==> config.mk <==
export PLATFORM = sky130hd
export DESIGN_NAME = lcd_saida_hex
export DESIGN_NICKNAME = d
export VERILOG_FILES = /design/src/rtl/lcd_saida_hex.sv
export SDC_FILE = /design/constraint.sdc
export NUM_CORES = 1
export LEC_CHECK = 0
export ABC_AREA = 1
export CAP_MARGIN = 25
export CORE_ASPECT_RATIO = 0.9
export CORE_MARGIN = 5
export CORE_UTILIZATION = 45
export DETAILED_ROUTE_END_ITERATION = 12
export HOLD_SLACK_MARGIN = 0.03
export PLACE_DENSITY_LB_ADDON = 0.2
export SYNTH_ARGS = -nofsm -noshare
export SYNTH_HDL_FRONTEND = slang
export SYNTH_SLANG_ARGS = --single-unit
==> constraint.sdc <==
create_clock -name clock -period 5.8 [get_ports clock]
set_input_delay 1.16 -clock clock [delete_from_list [all_inputs] [get_ports clock]]
set_output_delay 1.16 -clock clock [all_outputs]
set_load 0.01 [all_outputs]
==> src/rtl/lcd_saida_hex.sv <==
// rtl/lcd_saida_hex.sv - HD44780 write-only transmitter showing a 32-bit value as hex on line 1
// Optional macro LCD_SIGN_EN: print a sign character and the two's-complement magnitude.
module lcd_saida_hex #(
  parameter int EN_CYCLES     = 16,
  parameter int BYTE_DELAY    = 2000,
  parameter int CLEAR_DELAY   = 82000,
  parameter int POWERUP_DELAY = 750000
) (
  input  logic        clock,
  input  logic        reset,
  input  logic [31:0] dado,
  input  logic        escreve,
  output logic        pronto,
  output logic        LCD_RS,
  output logic        LCD_RW,
  output logic        LCD_EN,
  output logic [7:0]  LCD_DATA
);

  localparam int MAX_AB = (EN_CYCLES > BYTE_DELAY) ? EN_CYCLES : BYTE_DELAY;
  localparam int MAX_CD = (CLEAR_DELAY > POWERUP_DELAY) ? CLEAR_DELAY : POWERUP_DELAY;
  localparam int MAX_D  = (MAX_AB > MAX_CD) ? MAX_AB : MAX_CD;
  localparam int CW     = $clog2(MAX_D + 1);

`ifdef LCD_SIGN_EN
  localparam logic [3:0] LAST_CHAR = 4'd8;
`else
  localparam logic [3:0] LAST_CHAR = 4'd7;
`endif

  typedef enum logic [2:0] {POWERUP, INIT, IDLE, ADDR, CHARS} state_t;
  typedef enum logic [1:0] {SETUP, PULSE, WAIT} phase_t;

  state_t        state;
  phase_t        phase;
  logic [CW-1:0] cnt;
  logic [3:0]    idx;
  logic [31:0]   valor_r;
  logic [CW-1:0] wait_lim;
  logic [31:0]   disp_val;

  assign LCD_RW = 1'b0;

  // The clear command is the only byte that needs the long settle time.
  assign wait_lim = (!LCD_RS && LCD_DATA == 8'h01) ? CW'(CLEAR_DELAY - 1) : CW'(BYTE_DELAY - 1);

`ifdef LCD_SIGN_EN
  assign disp_val = valor_r[31] ? (~valor_r) + 32'd1 : valor_r;
`else
  assign disp_val = valor_r;
`endif

  function automatic logic [7:0] init_cmd(input logic [1:0] i);
    case (i)
      2'd0:    return 8'h38;
      2'd1:    return 8'h0C;
      2'd2:    return 8'h01;
      default: return 8'h06;
    endcase
  endfunction

  function automatic logic [7:0] hex_ascii(input logic [3:0] n);
    return (n < 4'd10) ? (8'h30 + {4'h0, n}) : (8'h37 + {4'h0, n});
  endfunction

  // Digit i = 0 is the most significant nibble.
  function automatic logic [7:0] digit(input logic [31:0] v, input logic [2:0] i);
    return hex_ascii(v[{~i, 2'b00} +: 4]);
  endfunction

  function automatic logic [7:0] char_byte(input logic [3:0] i, input logic [31:0] v,
                                           input logic neg);
`ifdef LCD_SIGN_EN
    logic [3:0] j;
    j = i - 4'd1;
    if (i == 4'd0) return neg ? 8'h2D : 8'h20;
    return digit(v, j[2:0]);
`else
    if (neg && i[3]) return 8'h00;
    return digit(v, i[2:0]);
`endif
  endfunction

  always_ff @(posedge clock) begin
    if (!reset) begin
      state    <= POWERUP;
      phase    <= SETUP;
      cnt      <= '0;
      idx      <= '0;
      valor_r  <= '0;
      pronto   <= 1'b0;
      LCD_EN   <= 1'b0;
      LCD_RS   <= 1'b0;
      LCD_DATA <= 8'h00;
    end else begin
      case (state)
        POWERUP: begin
          if (cnt == CW'(POWERUP_DELAY - 1)) begin
            cnt      <= '0;
            idx      <= '0;
            state    <= INIT;
            phase    <= SETUP;
            LCD_RS   <= 1'b0;
            LCD_DATA <= init_cmd(2'd0);
          end else begin
            cnt <= cnt + 1'b1;
          end
        end
        IDLE: begin
          if (escreve) begin
            valor_r  <= dado;
            pronto   <= 1'b0;
            state    <= ADDR;
            phase    <= SETUP;
            LCD_RS   <= 1'b0;
            LCD_DATA <= 8'h80;
          end
        end
        default: begin
          case (phase)
            SETUP: begin
              phase  <= PULSE;
              LCD_EN <= 1'b1;
              cnt    <= '0;
            end
            PULSE: begin
              if (cnt == CW'(EN_CYCLES - 1)) begin
                LCD_EN <= 1'b0;
                phase  <= WAIT;
                cnt    <= '0;
              end else begin
                cnt <= cnt + 1'b1;
              end
            end
            default: begin
              if (cnt != wait_lim) begin
                cnt <= cnt + 1'b1;
              end else begin
                cnt   <= '0;
                phase <= SETUP;
                if (state == INIT) begin
                  if (idx == 4'd3) begin
                    state  <= IDLE;
                    pronto <= 1'b1;
                  end else begin
                    idx      <= idx + 1'b1;
                    LCD_DATA <= init_cmd(2'(idx + 4'd1));
                  end
                end else if (state == ADDR) begin
                  state    <= CHARS;
                  idx      <= '0;
                  LCD_RS   <= 1'b1;
                  LCD_DATA <= char_byte(4'd0, disp_val, valor_r[31]);
                end else if (idx == LAST_CHAR) begin
                  state  <= IDLE;
                  pronto <= 1'b1;
                end else begin
                  idx      <= idx + 1'b1;
                  LCD_DATA <= char_byte(idx + 4'd1, disp_val, valor_r[31]);
                end
              end
            end
          endcase
        end
      endcase
    end
  end

endmodule

==> results of run 1 <==
-- final cells by class --
type | count | area share [%]
Timing Repair Buffer | 47 | 9.80
Inverter | 79 | 6.30
Multi-Input combinational cell | 437 | 46.1
Tap cell | 119 | 3.14
Clock inverter | 4 | 1.08
Clock buffer | 12 | 3.27
Sequential cell | 72 | 30.4
-- sequential cells by signal, summed over array words and instances (netlist names) --
| name | count |
|---|---|
| pronto | 1 |
| LCD_RS | 1 |
| cnt | 20 |
| LCD_DATA | 8 |
| disp_val | 32 |
| state | 3 |
| idx | 4 |
| phase | 2 |
| LCD_EN | 1 |
-- worst max-delay path by stage --
stage          cells past startpoint   start  slack (ps)           to
6_report                           6   reset        3110  LCD_DATA[4]
5_1_grt                           15  idx[0]        2860  LCD_DATA[4]
4_1_cts                            6   reset        3150  LCD_DATA[4]
3_5_place_dp                       6   reset        2780  LCD_DATA[4]
3_3_place_gp                       6   reset        2820  LCD_DATA[4]
2_1_floorplan                     18  idx[0]        3490  LCD_DATA[4]
-- placed cells by master (no fill, tap or decap), drive strengths merged --
master	instances
xor2	13
a211oi	1
nand4	10
nand3	49
buf	2
clkdlybuf4s50	45
nor2	78
a31oi	3
clkinv	2
xnor2	6
conb	1
dfxtp	72
ha	7
or2	1
and2	1
bufinv	1
nand2	140
inv	79
o22ai	1
o211ai	4
nor3	17
o21ai	49
nor4	2
clkinvlp	1
a21oi	52
a21boi	1
and3	1
clkbuf	12
-- per-layer routing --
layer	vias up	global-route usage [%]	routed length (µm)
li1	2035	-	-
met1	1782	26.9	4990
met2	86	28.4	4360
met3	20	5.00	500
met4	0	6.52	191
met5	-	0	0
-- cell families (layout without fill, tap and decap cells) --
logic type	after synthesis	after routing	synth area share, %
simple gates	299	299	33.3
compound gates	111	111	14.6
buf+inv	98	142	9.54
flops	72	72	35.9
xor+xnor	19	19	4.34
fa+ha+maj	7	7	2.18
other cells	1	1	0.0935
-- worst max-delay path: stages --
cell	delay, ps
clkdlybuf4s50_1	450
buf_4	370
clkinv_1	570
a21oi_1	290
nand2_1	80
inv_1	50
-- where the power goes --
group / internal [mW] / switching, mW
clock: 0.223 / 0.198
combinational: 0.228 / 0.424
sequential: 0.569 / 0.0408
total: 1.02 / 0.663
==> impl_metrics.yaml, run 1 <==
outcome:
  status: "completed"
clock_tree:
  clkTransAtPathRegs_ps: 80
  post-cts-setup-buffers: 0
  tritoncts: "done"
  insertion_delay_ps: 360
  ctsRootBufferMaster: "clkbuf_8"
  hold_buffers: 0
  htree_levels: 3
  post_cts_resize_count: 0
  cts.sinks: 72
  clockBufferDepth: 2
  cts_buffers: 9
grt:
  antenna_found_initial: 0
  grt_pass1_wl_um: 16800
  grt_use_total_pct: 19.1
  grt_pass1_vias: 3587
  grt_overflow: 0
  grt_max_degree: 62
synth:
  synthTopCellsByCount: "nand2_1 (134), nor2_1 (73), dfxtp_1 (72)"
  yosys_warnings: 0
  synth_area_leaders: "dfxtp_1 (36%), nand2_1 (13%), nor2_1 (6.8%)"
  yosysSeqAreaShare_pct: 35.9
  yosysMostFrequentCell: "nand2_1"
  avgSynthCellArea_um2: 6.61
  syn_inst: 607
  synth_top_area_cell: "dfxtp_1"
  synth-seq-cells: 72
  yosys.area.top_type_share_pct: 35.9
  synth_edf_count: 0
  ys_types: 38
  syn-cell-area_mm2: 0.00401
  synthArstFlopShare_pct: 0
  synth-main-ff-cell: "dfxtp_1"
  synthesis.nets: 649
sta:
  setup_viol: 0
  post-route-period-util_pct: 46.3
  fin_tns_setup_ps: 0
  finalHoldViolCount: 0
  clock_skew_ps: 7.35
  maxSlewViolCount: 0
  hold-worst-slack_ps: 454
  period_needed_ps: 2690
  fin_ws_ps: 3110
  grt_setup_unrepaired: "no"
  max_slew_margin_pct: 43.0
  timing.fmax_mhz: 372
  worstMarginPinSlew_ps: 853
finish:
  area_delta_synth_final_pct: 18.4
  design_area_mm2: 0.00475
  seq_area_mm2: 0.00144
  n_fill_cell: 886
  multi_input_area_mm2: 0.00219
  utilization_pct: 54.9
  diodes: 0
  drive_gt1_share_pct: 7.68
  layout.nets: 688
  fin_cells: 770
routing:
  drtPass1Iterations: 4
  postRouteWirelength_um: 10000
  drtIter0Drc: 177
  vias: 3923
  drc: 0
  viasPerCell: 5.09
  antenna_left: 0
  wl_per_cell_um: 13.0
pwr:
  p_per_area_mw_per_mm2: 355
  power_mw: 1.68
  ir_drop_mv: 0.189
  leakage_nw: 1.97
placement:
  dpl_worst_slack_ps: 2780
  place.gp.congestion: 0.897
  port_buffers: 45
  dp_cells: 754
  dp_hpwl_um: 7380
  dpl_cell_area_mm2: 0.00454
setup_path:
  worst-path-max-fanout: 43
  r2r_slack_ps: 3240
  r2r_end: "LCD_DATA[4]"
  worstReg2RegStart: "idx[0]"
  path_class: "input pin to register"
  worst_setup_path_end_kind: "register"
  critical_path.startpoint_type: "input pin"
  critPathRequiredTime_ps: 6110
  reg2reg_depth: 17
  cp.arrival_ps: 2990
die:
  die-area_mm2: 0.0109
  start_util_pct: 46.4
  rows: 32
  core_mm2: 0.00865
  fp.dieH_um: 99.6
  io_pins: 47
  die_w_um: 110
min_path:
  holdPathStages: 2
  min-delay-start: "disp_val[9]"
  holdPathEnd: "disp_val[9]"
  hold_path.class: "register to register"
run:
  maxCapViolCount: 0
No activity file was read; power rests on OpenSTA's default activity.
==> run 2, diff against run 1 <==
==> constraint.sdc (replaced) <==
create_clock -name clock -period 2.6 [get_ports clock]
set_input_delay 0.52 -clock clock [delete_from_list [all_inputs] [get_ports clock]]
set_output_delay 0.52 -clock clock [all_outputs]
set_load 0.01 [all_outputs]
==> run 2 against run 1 <==
Against the previous run:
- critical endpoint unchanged
- final area increased by 0.95%
- via count grew 1.1%
- count of clock-buffer cells in the layout fell by 3
- power rose by 130%
- register-to-register slack worse by 2900 ps
- sequential cell count unchanged
- sequential share of layout area down 0.29 points
==> impl_metrics.yaml, run 2 (synthesis gave the netlist of run 1 again) <==
placement:
  dp_cells: 758
  port_buffers: 45
  dpl_cell_area_mm2: 0.00458
  dp_hpwl_um: 7620
  place.gp.congestion: 0.950
routing:
  drc: 0
  antenna_left: 0
  wl_per_cell_um: 13.1
  viasPerCell: 5.13
  drtIter0Drc: 202
  postRouteWirelength_um: 10200
  vias: 3968
  drtPass1Iterations: 5
grt:
  met2_usage_pct: 29.5
  grt_max_degree: 62
  grt.busiest_layer: "met2"
  met1_usage_pct: 27.9
  grt_overflow: 0
  grt_pass1_vias: 3741
  grt_pass1_wl_um: 17600
  met3_usage_pct: 5.65
  grt_use_total_pct: 20.1
  antenna_found_initial: 0
die:
  core_mm2: 0.00865
  io_pins: 47
  rows: 32
  die_w_um: 110
  start_util_pct: 46.4
  fp.dieH_um: 99.6
  die-area_mm2: 0.0109
sta:
  timing.fmax_mhz: 436
  post-route-period-util_pct: 88.2
  worstMarginPinSlew_ps: 630
  clock_skew_ps: 9.19
  finalHoldViolCount: 0
  maxSlewViolCount: 0
  max_slew_margin_pct: 57.7
  fin_tns_setup_ps: 0
  grt_setup_unrepaired: "no"
  period_needed_ps: 2290
  setup_viol: 0
clock_tree:
  cts_buffers: 9
  post_cts_resize_count: 0
  hold_buffers: 0
  clkTransAtPathRegs_ps: 80
  post-cts-setup-buffers: 0
  insertion_delay_ps: 350
  clockBufferDepth: 2
  tritoncts: "done"
  cts.sinks: 72
  htree_levels: 3
  ctsRootBufferMaster: "clkbuf_8"
run:
  maxCapViolCount: 0
setup_path:
  worst_setup_path_end_kind: "register"
  cp.arrival_ps: 2550
  critical_path.startpoint_type: "register"
  path_class: "register to register"
  worst-path-max-fanout: 14
  critPathRequiredTime_ps: 2850
finish:
  design_area_mm2: 0.00479
  layout.nets: 692
  largest_reg_flops: 32
  drive_gt1_share_pct: 8.26
  utilization_pct: 55.4
  mostFrequentLayoutCell: "nand2_1"
  fin_cells: 773
  diodes: 0
  area_delta_synth_final_pct: 19.5
  mostFrequentLayoutCells: "nand2_1 (134), nor2_1 (73), dfxtp_1 (72), inv_1 (67), a21oi_1 (51)"
pwr:
  leakage_nw: 1.99
  ir_drop_mv: 0.427
  p_per_area_mw_per_mm2: 794
outcome:
  status: "completed"
min_path:
  hold_path.class: "register to register"
==> run 2: changes by cell type in the layout (fill, tap and decap cells not counted), sizes merged <==
cell / change
buf: +4
clkbuf: -3
bufinv: +1
clkinv: +1
clkinvlp: +1
inv: -1
==> run 2: worst max-delay path: stages, from the launching register on <==
cell and delay, ps:
dfxtp_1 360, inv_2 120, ha_1 400, inv_1 220, o211ai_1 120, nand2_1 80, nand2_1 40, nand2_1 90
inv_1 60, ha_1 210, nand2_1 90, nand3_1 80, nand2_1 60, nand2_1 40, nand2_1 60, nand3_1 70
nand2_1 60, inv_1 40
==> run 2: final timing paths <==
kind	from	cells after the start	slack, ps	endpoint
worst min register to register	disp_val[18]	2	450	disp_val[18]
worst max-delay path	idx[0]	17	310	LCD_DATA[4]
worst min-delay path	disp_val[18]	2	450	disp_val[18]
worst max register to register	idx[0]	17	310	LCD_DATA[4]
==> run 2: metal layers <==
metal  vias to the layer above  wire length (µm)
li1                       2040                 -
met1                      1796              4910
met2                       115              4420
met3                        17               662
met4                         0               168
met5                         -                 0
==> run 2: power by group <==
group | internal, mW | switching (mW)
registers | 1.27 | 0.0962
clock network | 0.531 | 0.434
logic | 0.530 | 0.945
total | 2.33 | 1.48
==> run 2: per-stage QoR <==
stage | hold slack, ps | worst slack, ps | total power, mW
detailed placement | 447 | 317 | 2.85
global route | 475 | 2.22 | 4.13
finish | 454 | 306 | 3.80
CTS | 458 | 302 | 3.82
floorplan | 429 | 294 | 2.44
global placement | 448 | 365 | 2.83
==> run 2: cell type report <==
cell class                 instances  area, µm²
clock buffer                       9        124
fill                             857       3850
clock inverter                     6       85.1
multi-input combinational        437       2190
tap                              119        149
inverter                          79        299
sequential                        72       1440
timing repair buffer              51        508
==> run 3, diff against run 2 <==
--- a/config.mk
+++ b/config.mk
@@ -12,7 +12,7 @@
 export CORE_UTILIZATION = 45
 export DETAILED_ROUTE_END_ITERATION = 12
 export HOLD_SLACK_MARGIN = 0.03
-export PLACE_DENSITY_LB_ADDON = 0.2
+export PLACE_DENSITY = 0.77
 export SYNTH_ARGS = -nofsm -noshare
 export SYNTH_HDL_FRONTEND = slang
 export SYNTH_SLANG_ARGS = --single-unit
==> run 3 against run 2 <==
Against the previous run:
- routed wire length increased by 4.7%
- utilization unchanged
- sequential cell count stayed put
- clock skew is 3.4 ps higher
- count of clock-buffer cells in the layout stayed put
- clock power grew 0.8%
- register-to-register slack worse by 170 ps
- via count grew 2.2%
- largest power group unchanged
- global-route usage decreased by 0.23 points
- worst hold slack improved by 6.9 ps
- final cell count stayed put
- power rose by 1.1%
==> impl_metrics.yaml, run 3 (synthesis gave the netlist of run 1 again) <==
routing:
  antenna_left: 0
  wl_per_cell_um: 13.7
  vias: 4054
  viasPerCell: 5.24
  drtPass1Iterations: 5
  drc: 0
  drtIter0Drc: 306
  postRouteWirelength_um: 10600
setup_path:
  worstReg2RegStart: "idx[0]"
  critPathRequiredTime_ps: 2860
  worst-path-max-fanout: 14
  critical_path.startpoint_type: "register"
  path_class: "register to register"
  worst_setup_path_end_kind: "register"
  reg2reg_depth: 15
  r2r_end: "LCD_DATA[4]"
  cp.arrival_ps: 2730
  r2r_slack_ps: 130
min_path:
  holdPathEnd: "LCD_EN"
  holdPathStages: 2
  hold_path.class: "register to register"
  min-delay-start: "LCD_EN"
die:
  die_w_um: 110
  rows: 32
  fp.dieH_um: 99.6
  die-area_mm2: 0.0109
  io_pins: 47
  core_mm2: 0.00865
  start_util_pct: 46.4
sta:
  grt_setup_unrepaired: "no"
  post-route-period-util_pct: 94.9
  worstMarginPinSlew_ps: 605
  period_needed_ps: 2470
  timing.fmax_mhz: 405
  finalHoldViolCount: 0
  max_slew_margin_pct: 59.4
  setup_viol: 0
  hold-worst-slack_ps: 461
  clock_skew_ps: 12.6
  fin_tns_setup_ps: 0
  maxSlewViolCount: 0
placement:
  port_buffers: 45
  place.gp.congestion: 0.907
  dp_cells: 758
  dp_hpwl_um: 7770
clock_tree:
  clkTransAtPathRegs_ps: 90
  post-cts-setup-buffers: 0
  htree_levels: 3
  hold_buffers: 0
  cts_buffers: 9
  cts.sinks: 72
  insertion_delay_ps: 350
  tritoncts: "done"
  ctsRootBufferMaster: "clkbuf_8"
  clockBufferDepth: 2
grt:
  antenna_found_initial: 0
  grt_overflow: 0
  grt_use_total_pct: 19.8
  grt_pass1_vias: 3674
  grt_pass1_wl_um: 17500
  grt_max_degree: 46
finish:
  drive_gt1_share_pct: 8.41
  mostFrequentLayoutCell: "nand2_1"
  area_delta_synth_final_pct: 19.5
  mostFrequentLayoutCells: "nand2_1 (134), nor2_1 (73), dfxtp_1 (72), inv_1 (66), a21oi_1 (51)"
  largest_reg_flops: 32
  fin_cells: 773
  diodes: 0
  layout.nets: 692
pwr:
  leakage_nw: 1.99
  power_mw: 3.85
  ir_drop_mv: 0.416
  p_per_area_mw_per_mm2: 802
outcome:
  status: "completed"
run:
  maxCapViolCount: 0
-- run 3: cell count changes in the layout (fill, tap and decap cells not counted) --
cell / before / now
inv_1: 67 / 66
inv_2: 10 / 11
-- run 3: stage by stage --
stage	setup WS, ps	utilization [%]	area [µm²]
after floorplan	294	-	4010
after global placement	283	53.0	4580
after detailed placement	142	53.0	4580
after CTS	128	55.4	4790
after global routing	2.23	55.4	4790
final	133	55.4	4790
-- run 3: cell type report --
type | instances | area, µm²
multi-input cells | 437 | 2190
repair buffers | 51 | 508
clock inverters | 6 | 85.1
well taps | 119 | 149
clock buffers | 9 | 124
fillers | 848 | 3850
inverters | 79 | 299
flip-flops and latches | 72 | 1440
-- run 3: what timing repair did --
item                                    CTS  global route
hold endpoints to repair                  0             0
gates resized for setup                   0             1
endpoints found under the setup margin    0             2
-- run 3: how the worst max path moves through the flow --
stage	start	endpoint	slack, ps	cells after the start
floorplan	idx[0]	LCD_DATA[4]	290	18
global placement	idx[0]	LCD_DATA[4]	280	17
global route	idx[0]	LCD_DATA[4]	2	15
finish	idx[0]	LCD_DATA[4]	130	15
CTS	idx[0]	LCD_DATA[4]	130	15
detailed placement	idx[0]	LCD_DATA[4]	140	15
-- run 3: where the power goes --
part           total (mW)  internal, mW  switching, mW
Combinational        1.50         0.528          0.972
Sequential           1.37          1.27          0.104
Clock               0.973         0.532          0.442
Total                3.85          2.33           1.52
-- run 3: per-layer routing --
| metal | share of wire (%) | GRT usage [%] | vias up |
|---|---|---|---|
| li1 | - | - | 2034 |
| met1 | 45 | 27.4 | 1830 |
| met2 | 45 | 30.8 | 170 |
| met3 | 7.4 | 4.54 | 20 |
| met4 | 2.1 | 5.75 | 0 |
| met5 | 0 | 0 | - |
-- run 3: critical path: stages, from the launching register on --
cell and delay [ps]:
dfxtp_1 490, inv_2 180, ha_1 410, buf_4 180, nand3_1 100, nand3_1 120, o21ai_2 100, ha_1 260
nand2_1 100, nand3_1 90, nand2_1 70, nand2_1 50, nand2_1 60, nand3_1 70, nand2_1 60, inv_1 30
